==> config.mk <==
export PLATFORM = sky130hd
export DESIGN_NAME = div_unit_flat
export DESIGN_NICKNAME = d
export VERILOG_FILES = /design/src/rtl/div_unit_if.sv /design/src/rtl/div_unit.sv /design/src/flat_wrapper.sv
export SDC_FILE = /design/constraint.sdc
export NUM_CORES = 1
export LEC_CHECK = 0
export ABC_AREA = 1
export ABC_CLOCK_PERIOD_IN_PS = 6800
export CELL_PAD_IN_SITES_DETAIL_PLACEMENT = 0
export CELL_PAD_IN_SITES_GLOBAL_PLACEMENT = 1
export CORE_ASPECT_RATIO = 1.1
export CORE_MARGIN = 10
export CORE_UTILIZATION = 46
export DETAILED_ROUTE_END_ITERATION = 10
export PLACE_DENSITY = 0.93
export SKIP_LAST_GASP = 1
export SLEW_MARGIN = 40
export SYNTH_ARGS = -nofsm -noshare
export SYNTH_HDL_FRONTEND = slang
export SYNTH_SLANG_ARGS = --single-unit
==> constraint.sdc <==
create_clock -name clk -period 6.8 [get_ports clk]
set_input_delay 1.02 -clock clk [delete_from_list [all_inputs] [get_ports clk]]
set_output_delay 1.02 -clock clk [all_outputs]
set_load 0.02 [all_outputs]
==> src/rtl/div_unit_if.sv <==
// Operand/result handshake between the ID/EX pipeline and the iterative divider.
interface div_unit_if #(
  parameter int XLEN = 32
);
  logic            start_in;
  logic [1:0]      op_in;
  logic [XLEN-1:0] dividend_in;
  logic [XLEN-1:0] divisor_in;
  logic            flush_in;
  logic            busy_out;
  logic            done_out;
  logic [XLEN-1:0] result_out;

  modport master (
    output start_in, op_in, dividend_in, divisor_in, flush_in,
    input  busy_out, done_out, result_out
  );

  modport slave (
    input  start_in, op_in, dividend_in, divisor_in, flush_in,
    output busy_out, done_out, result_out
  );
endinterface

==> src/rtl/div_unit.sv <==
// Iterative radix-2 restoring RV32M divider (DIV/DIVU/REM/REMU), one quotient bit per cycle.
// Optional macro DIV_EARLY_OUT_EN: finish in one cycle when |dividend| < |divisor|.
module div_unit #(
  parameter int XLEN  = 32,
  parameter int CNT_W = 6
) (
  input  logic        clk,
  input  logic        rst_n,
  div_unit_if.slave   bus
);

  typedef enum logic [1:0] {IDLE, CALC, DONE} state_t;

  localparam logic [XLEN-1:0] SMIN = {1'b1, {(XLEN-1){1'b0}}};
  localparam logic [XLEN-1:0] ONES = {XLEN{1'b1}};

  state_t                  state;
  logic [XLEN-1:0]         rem_p0;
  logic [XLEN-1:0]         quo_p0;
  logic [XLEN-1:0]         dvsr_p0;
  logic [CNT_W-1:0]        cnt_p0;
  logic                    neg_q_p0;
  logic                    neg_r_p0;
  logic                    is_rem_p0;
  logic                    busy;
  logic                    done;
  logic [XLEN-1:0]         result;

  logic                    op_signed;
  logic                    op_rem;
  logic                    dvd_neg;
  logic                    dvs_neg;
  logic [XLEN-1:0]         dvd_abs;
  logic [XLEN-1:0]         dvs_abs;
  logic                    div_zero;
  logic                    ovf;
  logic                    special;
  logic [XLEN-1:0]         spec_res;
  logic                    accept;
  logic signed [XLEN:0]    trial;
  logic [XLEN-1:0]         rem_nxt;
  logic [XLEN-1:0]         quo_nxt;
  logic [XLEN-1:0]         fin_res;
  logic                    last_iter;

  // Conditional two's-complement negation; wrap of the most negative value is intended.
  function automatic logic [XLEN-1:0] cond_neg(input logic [XLEN-1:0] v, input logic neg);
    return neg ? (~v + 1'b1) : v;
  endfunction

  // Start capture: operand magnitudes, signs and one-cycle special results
  always_comb begin
    op_signed = ~bus.op_in[0];
    op_rem    = bus.op_in[1];
    dvd_neg   = op_signed & bus.dividend_in[XLEN-1];
    dvs_neg   = op_signed & bus.divisor_in[XLEN-1];
    dvd_abs   = cond_neg(bus.dividend_in, dvd_neg);
    dvs_abs   = cond_neg(bus.divisor_in, dvs_neg);
    div_zero  = (bus.divisor_in == '0);
    ovf       = op_signed & (bus.dividend_in == SMIN) & (bus.divisor_in == ONES);
    special   = div_zero | ovf;
    spec_res  = '0;
    if (div_zero) begin
      spec_res = op_rem ? bus.dividend_in : ONES;
    end else if (ovf) begin
      spec_res = op_rem ? '0 : SMIN;
`ifdef DIV_EARLY_OUT_EN
    end else if (dvd_abs < dvs_abs) begin
      special  = 1'b1;
      spec_res = op_rem ? bus.dividend_in : '0;
`endif
    end
    accept = bus.start_in & ~bus.flush_in;
  end

  // Iteration: trial subtract keeps the shifted-out remainder MSB in bit XLEN
  always_comb begin
    trial = $signed({rem_p0, quo_p0[XLEN-1]}) - $signed({1'b0, dvsr_p0});
    if (!trial[XLEN]) begin
      rem_nxt = trial[XLEN-1:0];
      quo_nxt = {quo_p0[XLEN-2:0], 1'b1};
    end else begin
      rem_nxt = {rem_p0[XLEN-2:0], quo_p0[XLEN-1]};
      quo_nxt = {quo_p0[XLEN-2:0], 1'b0};
    end
    fin_res   = is_rem_p0 ? cond_neg(rem_nxt, neg_r_p0) : cond_neg(quo_nxt, neg_q_p0);
    last_iter = (cnt_p0 == CNT_W'(XLEN-1));
  end

  always_ff @(posedge clk or negedge rst_n) begin
    if (!rst_n) begin
      state     <= IDLE;
      rem_p0    <= '0;
      quo_p0    <= '0;
      dvsr_p0   <= '0;
      cnt_p0    <= '0;
      neg_q_p0  <= 1'b0;
      neg_r_p0  <= 1'b0;
      is_rem_p0 <= 1'b0;
      busy      <= 1'b0;
      done      <= 1'b0;
      result    <= '0;
    end else begin
      case (state)
        CALC: begin
          if (bus.flush_in) begin
            state <= IDLE;
            busy  <= 1'b0;
            done  <= 1'b0;
          end else begin
            rem_p0 <= rem_nxt;
            quo_p0 <= quo_nxt;
            cnt_p0 <= cnt_p0 + 1'b1;
            if (last_iter) begin
              state  <= DONE;
              busy   <= 1'b0;
              done   <= 1'b1;
              result <= fin_res;
            end
          end
        end
        default: begin
          // IDLE and DONE accept a new operation identically, enabling back-to-back issue
          if (accept && special) begin
            state  <= DONE;
            busy   <= 1'b0;
            done   <= 1'b1;
            result <= spec_res;
          end else if (accept) begin
            state     <= CALC;
            busy      <= 1'b1;
            done      <= 1'b0;
            rem_p0    <= '0;
            quo_p0    <= dvd_abs;
            dvsr_p0   <= dvs_abs;
            cnt_p0    <= '0;
            neg_q_p0  <= dvd_neg ^ dvs_neg;
            neg_r_p0  <= dvd_neg;
            is_rem_p0 <= op_rem;
          end else begin
            state <= IDLE;
            busy  <= 1'b0;
            done  <= 1'b0;
          end
        end
      endcase
    end
  end

  assign bus.busy_out   = busy;
  assign bus.done_out   = done;
  assign bus.result_out = result;

endmodule
==> src/flat_wrapper.sv <==
// flat-port wrapper written by rule: the top's interface ports become plain ports
module div_unit_flat 
#(
  parameter int XLEN  = 32,
  parameter int CNT_W = 6
)
  (clk, rst_n, bus_start_in, bus_op_in, bus_dividend_in, bus_divisor_in, bus_flush_in, bus_busy_out, bus_done_out, bus_result_out);
  div_unit_if #(.XLEN(XLEN)) bus_i ();
  input  logic clk;
  input  logic rst_n;
  input wire logic [$bits(bus_i.start_in)-1:0] bus_start_in;
  input wire logic [$bits(bus_i.op_in)-1:0] bus_op_in;
  input wire logic [$bits(bus_i.dividend_in)-1:0] bus_dividend_in;
  input wire logic [$bits(bus_i.divisor_in)-1:0] bus_divisor_in;
  input wire logic [$bits(bus_i.flush_in)-1:0] bus_flush_in;
  output wire logic [$bits(bus_i.busy_out)-1:0] bus_busy_out;
  output wire logic [$bits(bus_i.done_out)-1:0] bus_done_out;
  output wire logic [$bits(bus_i.result_out)-1:0] bus_result_out;
  assign bus_i.start_in = bus_start_in;
  assign bus_i.op_in = bus_op_in;
  assign bus_i.dividend_in = bus_dividend_in;
  assign bus_i.divisor_in = bus_divisor_in;
  assign bus_i.flush_in = bus_flush_in;
  assign bus_busy_out = bus_i.busy_out;
  assign bus_done_out = bus_i.done_out;
  assign bus_result_out = bus_i.result_out;
  div_unit #(.XLEN(XLEN), .CNT_W(CNT_W)) u_core (.clk(clk), .rst_n(rst_n), .bus(bus_i));
endmodule
==> impl_metrics.prom <==
# TYPE chip_impl_metric gauge
chip_impl_metric{name="antennaDiodeCount",unit=""} 0
chip_impl_metric{name="ys.warnings.count",unit=""} 0
chip_impl_metric{name="seq_area_frac_synth",unit=""} 0.273
chip_impl_info{name="cts_tree",value="done"} 1
chip_impl_metric{name="max_freq",unit="MHz"} 194
chip_impl_metric{name="ys_async_sr_fraction",unit=""} 1.00
chip_impl_metric{name="synth.distinct_cells",unit=""} 54
chip_impl_metric{name="buffer_ports.inserted",unit=""} 103
chip_impl_info{name="path_common_cell",value="nand2_1"} 1
chip_impl_metric{name="ff2ff_setup_slack",unit="ns"} 1.64
chip_impl_metric{name="finClkSkew",unit="ns"} 0.0152
chip_impl_info{name="mostFrequentLayoutCells",value="629 x nand2_1, 283 x inv_1, 179 x nor2_1"} 1
chip_impl_metric{name="max-clock-path-buffers",unit=""} 2
chip_impl_metric{name="antenna_found_initial",unit=""} 0
chip_impl_info{name="grt_setup_unrepaired",value="false"} 1
chip_impl_metric{name="grt_start_max_net_pins",unit=""} 79
chip_impl_metric{name="maxCapViolations",unit=""} 0
chip_impl_info{name="layout_commonest_cell",value="nand2_1"} 1
chip_impl_metric{name="totalWireLength",unit="µm"} 43800
chip_impl_metric{name="design_area",unit="µm²"} 14600
chip_impl_metric{name="critPathArrivalTime",unit="ns"} 5.53
chip_impl_metric{name="worst-path-max-fanout",unit=""} 27
chip_impl_info{name="cpMaxStageDelayCell",value="fa_1"} 1
chip_impl_metric{name="die_w",unit="µm"} 179
chip_impl_metric{name="num-fill-cells",unit=""} 2783
chip_impl_metric{name="stdcell_count",unit=""} 2478
chip_impl_metric{name="ioPinCount",unit=""} 104
chip_impl_metric{name="fin_tns_setup",unit="ns"} 0
chip_impl_metric{name="syn_nets",unit=""} 2153
chip_impl_metric{name="grt_use_total",unit=""} 0.252
chip_impl_metric{name="number_of_enable_flip_flop_cells_after_synthesis",unit=""} 0
chip_impl_metric{name="gp_congestion",unit=""} 0.965
chip_impl_metric{name="final_period_minus_worst_setup_slack",unit="ns"} 5.16
chip_impl_metric{name="post_dp_cell_area",unit="µm²"} 14100
chip_impl_metric{name="slew-limit-headroom",unit=""} 0.449
chip_impl_metric{name="cts_repair_resizes",unit=""} 0
chip_impl_metric{name="leakagePower",unit="nW"} 7.32
chip_impl_metric{name="cts_htree_levels",unit=""} 4
chip_impl_metric{name="layout-area-overhead-vs-synth",unit="%"} 14.7
chip_impl_metric{name="cp_data_required_time",unit="ns"} 7.17
chip_impl_metric{name="postSynthRegisterBits",unit=""} 139
chip_impl_metric{name="finalHoldViolations",unit=""} 0
chip_impl_metric{name="floorplan.die.height",unit="µm"} 195
chip_impl_metric{name="critPathMaxStageDelay",unit="ns"} 0.41
chip_impl_metric{name="clkLatencyLatePin",unit="ns"} 0.44
chip_impl_metric{name="sum_of_overflow_across_all_layers_after_global_routing",unit=""} 0
chip_impl_metric{name="tightest_slew",unit="ns"} 0.827
chip_impl_metric{name="fp.dieArea",unit="µm²"} 34800
chip_impl_metric{name="numCtsBuffers",unit=""} 17
chip_impl_metric{name="wire_length_of_the_first_global_routing_pass",unit="µm"} 70000
chip_impl_metric{name="drive_above_1_share",unit=""} 0.0575
chip_impl_metric{name="placement_rows",unit=""} 63
chip_impl_metric{name="cts_hold_buf",unit=""} 0
chip_impl_metric{name="clk_transition_reported_paths",unit="ns"} 0.06
chip_impl_metric{name="ir_worst_vdd",unit="µV"} 217
chip_impl_metric{name="placedCellCount",unit=""} 2447
chip_impl_info{name="synth-main-ff-cell",value="dfrtp_1"} 1
chip_impl_metric{name="routed-via-count",unit=""} 13529
chip_impl_metric{name="powerDensity",unit="nW/µm²"} 467
chip_impl_info{name="critPathKind",value="flop to flop"} 1
chip_impl_info{name="critical_path.startpoint_type",value="flop"} 1
chip_impl_metric{name="timing_max_transition_violations_final",unit=""} 0
chip_impl_metric{name="detailed_place_hpwl",unit="µm"} 34700
chip_impl_info{name="endpoint_kind",value="flop"} 1
chip_impl_metric{name="first_iter_violations",unit=""} 1383
chip_impl_metric{name="finalNetCount",unit=""} 2218
chip_impl_metric{name="core",unit="µm²"} 27200
chip_impl_metric{name="setup_viol",unit=""} 0
chip_impl_metric{name="layout_worst_path_cycle_share",unit=""} 0.759
chip_impl_info{name="worstHoldPathType",value="flop to flop"} 1
chip_impl_metric{name="drcViolationCount",unit=""} 0
chip_impl_info{name="cts-root-buf",value="clkbuf_16"} 1
chip_impl_metric{name="drt_pass1_iterations",unit=""} 5
chip_impl_metric{name="detail_route.vias_per_cell",unit=""} 5.46
chip_impl_metric{name="postCtsSetupRepairBufs",unit=""} 0
chip_impl_metric{name="initial_utilization",unit=""} 0.469
chip_impl_metric{name="postRouteAntennaNets",unit=""} 0
chip_impl_metric{name="wl_per_cell",unit="µm"} 17.7
chip_impl_metric{name="via_count_of_the_first_global_routing_pass",unit=""} 13025
chip_impl_metric{name="clkSinkCount",unit=""} 139
chip_impl_metric{name="synth_area",unit="µm²"} 12800
chip_impl_metric{name="synthesized_instance_count",unit=""} 2044
chip_impl_info{name="status",value="finished clean"} 1
chip_impl_metric{name="avgSynthCellArea",unit="µm²"} 6.24
layer usage:
metal | routed length (µm) | track usage | up-vias | share of wire
met5 | 0 | 0 | - | 0
met4 | 1550 | 0.0955 | 0 | 0.035
met3 | 2660 | 0.0465 | 80 | 0.061
met2 | 20600 | 0.409 | 446 | 0.47
met1 | 19000 | 0.324 | 6272 | 0.43
li1 | - | - | 6731 | -
flip-flops by register name (all words and copies together), names as in the netlist:
signal,flops
u_core.dvsr_p0,32
u_core.quo_p0,32
u_core.bus.result_out,32
u_core.state,2
u_core.neg_q_p0,1
u_core.is_rem_p0,1
u_core.rem_p0,32
u_core.neg_r_p0,1
u_core.cnt_p0,6
power by group:
part | switching (mW) | leakage [nW] | internal, mW | total (mW)
logic | 3.24 | 5.21 | 1.46 | 4.70
clock network | 0.374 | 0.280 | 0.574 | 0.949
registers | 0.185 | 1.83 | 1.01 | 1.19
cells by family after synthesis:
kind of cell	synth area share
compound gates	0.155
xor+xnor	0.0508
simple gates	0.373
flops	0.273
buf+inv	0.110
fa+ha+maj	0.0388
worst paths after layout:
path,start,to,depth (start not counted)
max in group asynchronous,rst_n,u_core.neg_r_p0$_DFFE_PN0P_,2
min in group asynchronous,rst_n,u_core.bus.result_out[3]$_DFFE_PN0P_,1
setup reg to reg,u_core.quo_p0[31]$_DFFE_PN0P_,u_core.bus.result_out[28]$_DFFE_PN0P_,31
hold reg to reg,u_core.bus.result_out[27]$_DFFE_PN0P_,u_core.bus.result_out[27]$_DFFE_PN0P_,2
setup / recovery,u_core.quo_p0[31]$_DFFE_PN0P_,u_core.bus.result_out[28]$_DFFE_PN0P_,31
hold / removal,u_core.bus.result_out[27]$_DFFE_PN0P_,u_core.bus.result_out[27]$_DFFE_PN0P_,2
cells in the mapped netlist (all sizes together) (4+ instances only):
library cell | instances | share of area
o211ai | 15 | 0.0088
a31oi | 9 | 0.0044
dfrtp | 139 | 0.27
o221ai | 32 | 0.022
or2 | 4 | 0.0020
and2 | 8 | 0.0039
clkbuf | 53 | 0.016
nor3 | 37 | 0.016
o21bai | 5 | 0.0029
ha | 38 | 0.037
o22ai | 5 | 0.0025
xnor2 | 16 | 0.011
inv | 294 | 0.086
nor4 | 17 | 0.0088
nand4 | 29 | 0.015
nand2 | 662 | 0.21
and3 | 5 | 0.0025
a21oi | 85 | 0.036
buf | 13 | 0.0078
nand3b | 5 | 0.0029
o21ai | 178 | 0.072
xor2 | 58 | 0.040
nor2 | 193 | 0.061
nand3 | 130 | 0.054
per-stage QoR:
stage          worst slack, ns   util  power (mW)  hold slack [ns]
2_1_floorplan             2.78      -        4.66            0.453
3_3_place_gp              1.80  0.515        5.76            0.464
3_5_place_dp              1.73  0.517        5.80            0.465
4_1_cts                   1.78  0.538        6.78            0.483
5_1_grt                   1.20  0.538        7.51            0.501
6_report                  1.64  0.538        6.84            0.481
layout make-up:
cell class | instances | area [µm²] | share of cell area
well taps | 357 | 447 | 0.0305
clock inverters | 11 | 146 | 0.0100
multi-input cells | 1543 | 7900 | 0.539
repair buffers | 112 | 1120 | 0.0767
inverters | 296 | 1120 | 0.0762
flip-flops and latches | 139 | 3480 | 0.238
clock buffers | 20 | 437 | 0.0298
critical path: cells and delay by family, from the launching register on:
family | cells | cell delay [ns]
AOI/OAI and AO/OA | 4 | 0.67
adders and majority gates | 3 | 0.93
buffers and inverters | 3 | 0.29
DFF | 1 | 0.36
and+or+nand+nor | 21 | 2.88
Power figures use the tool's default switching activity.
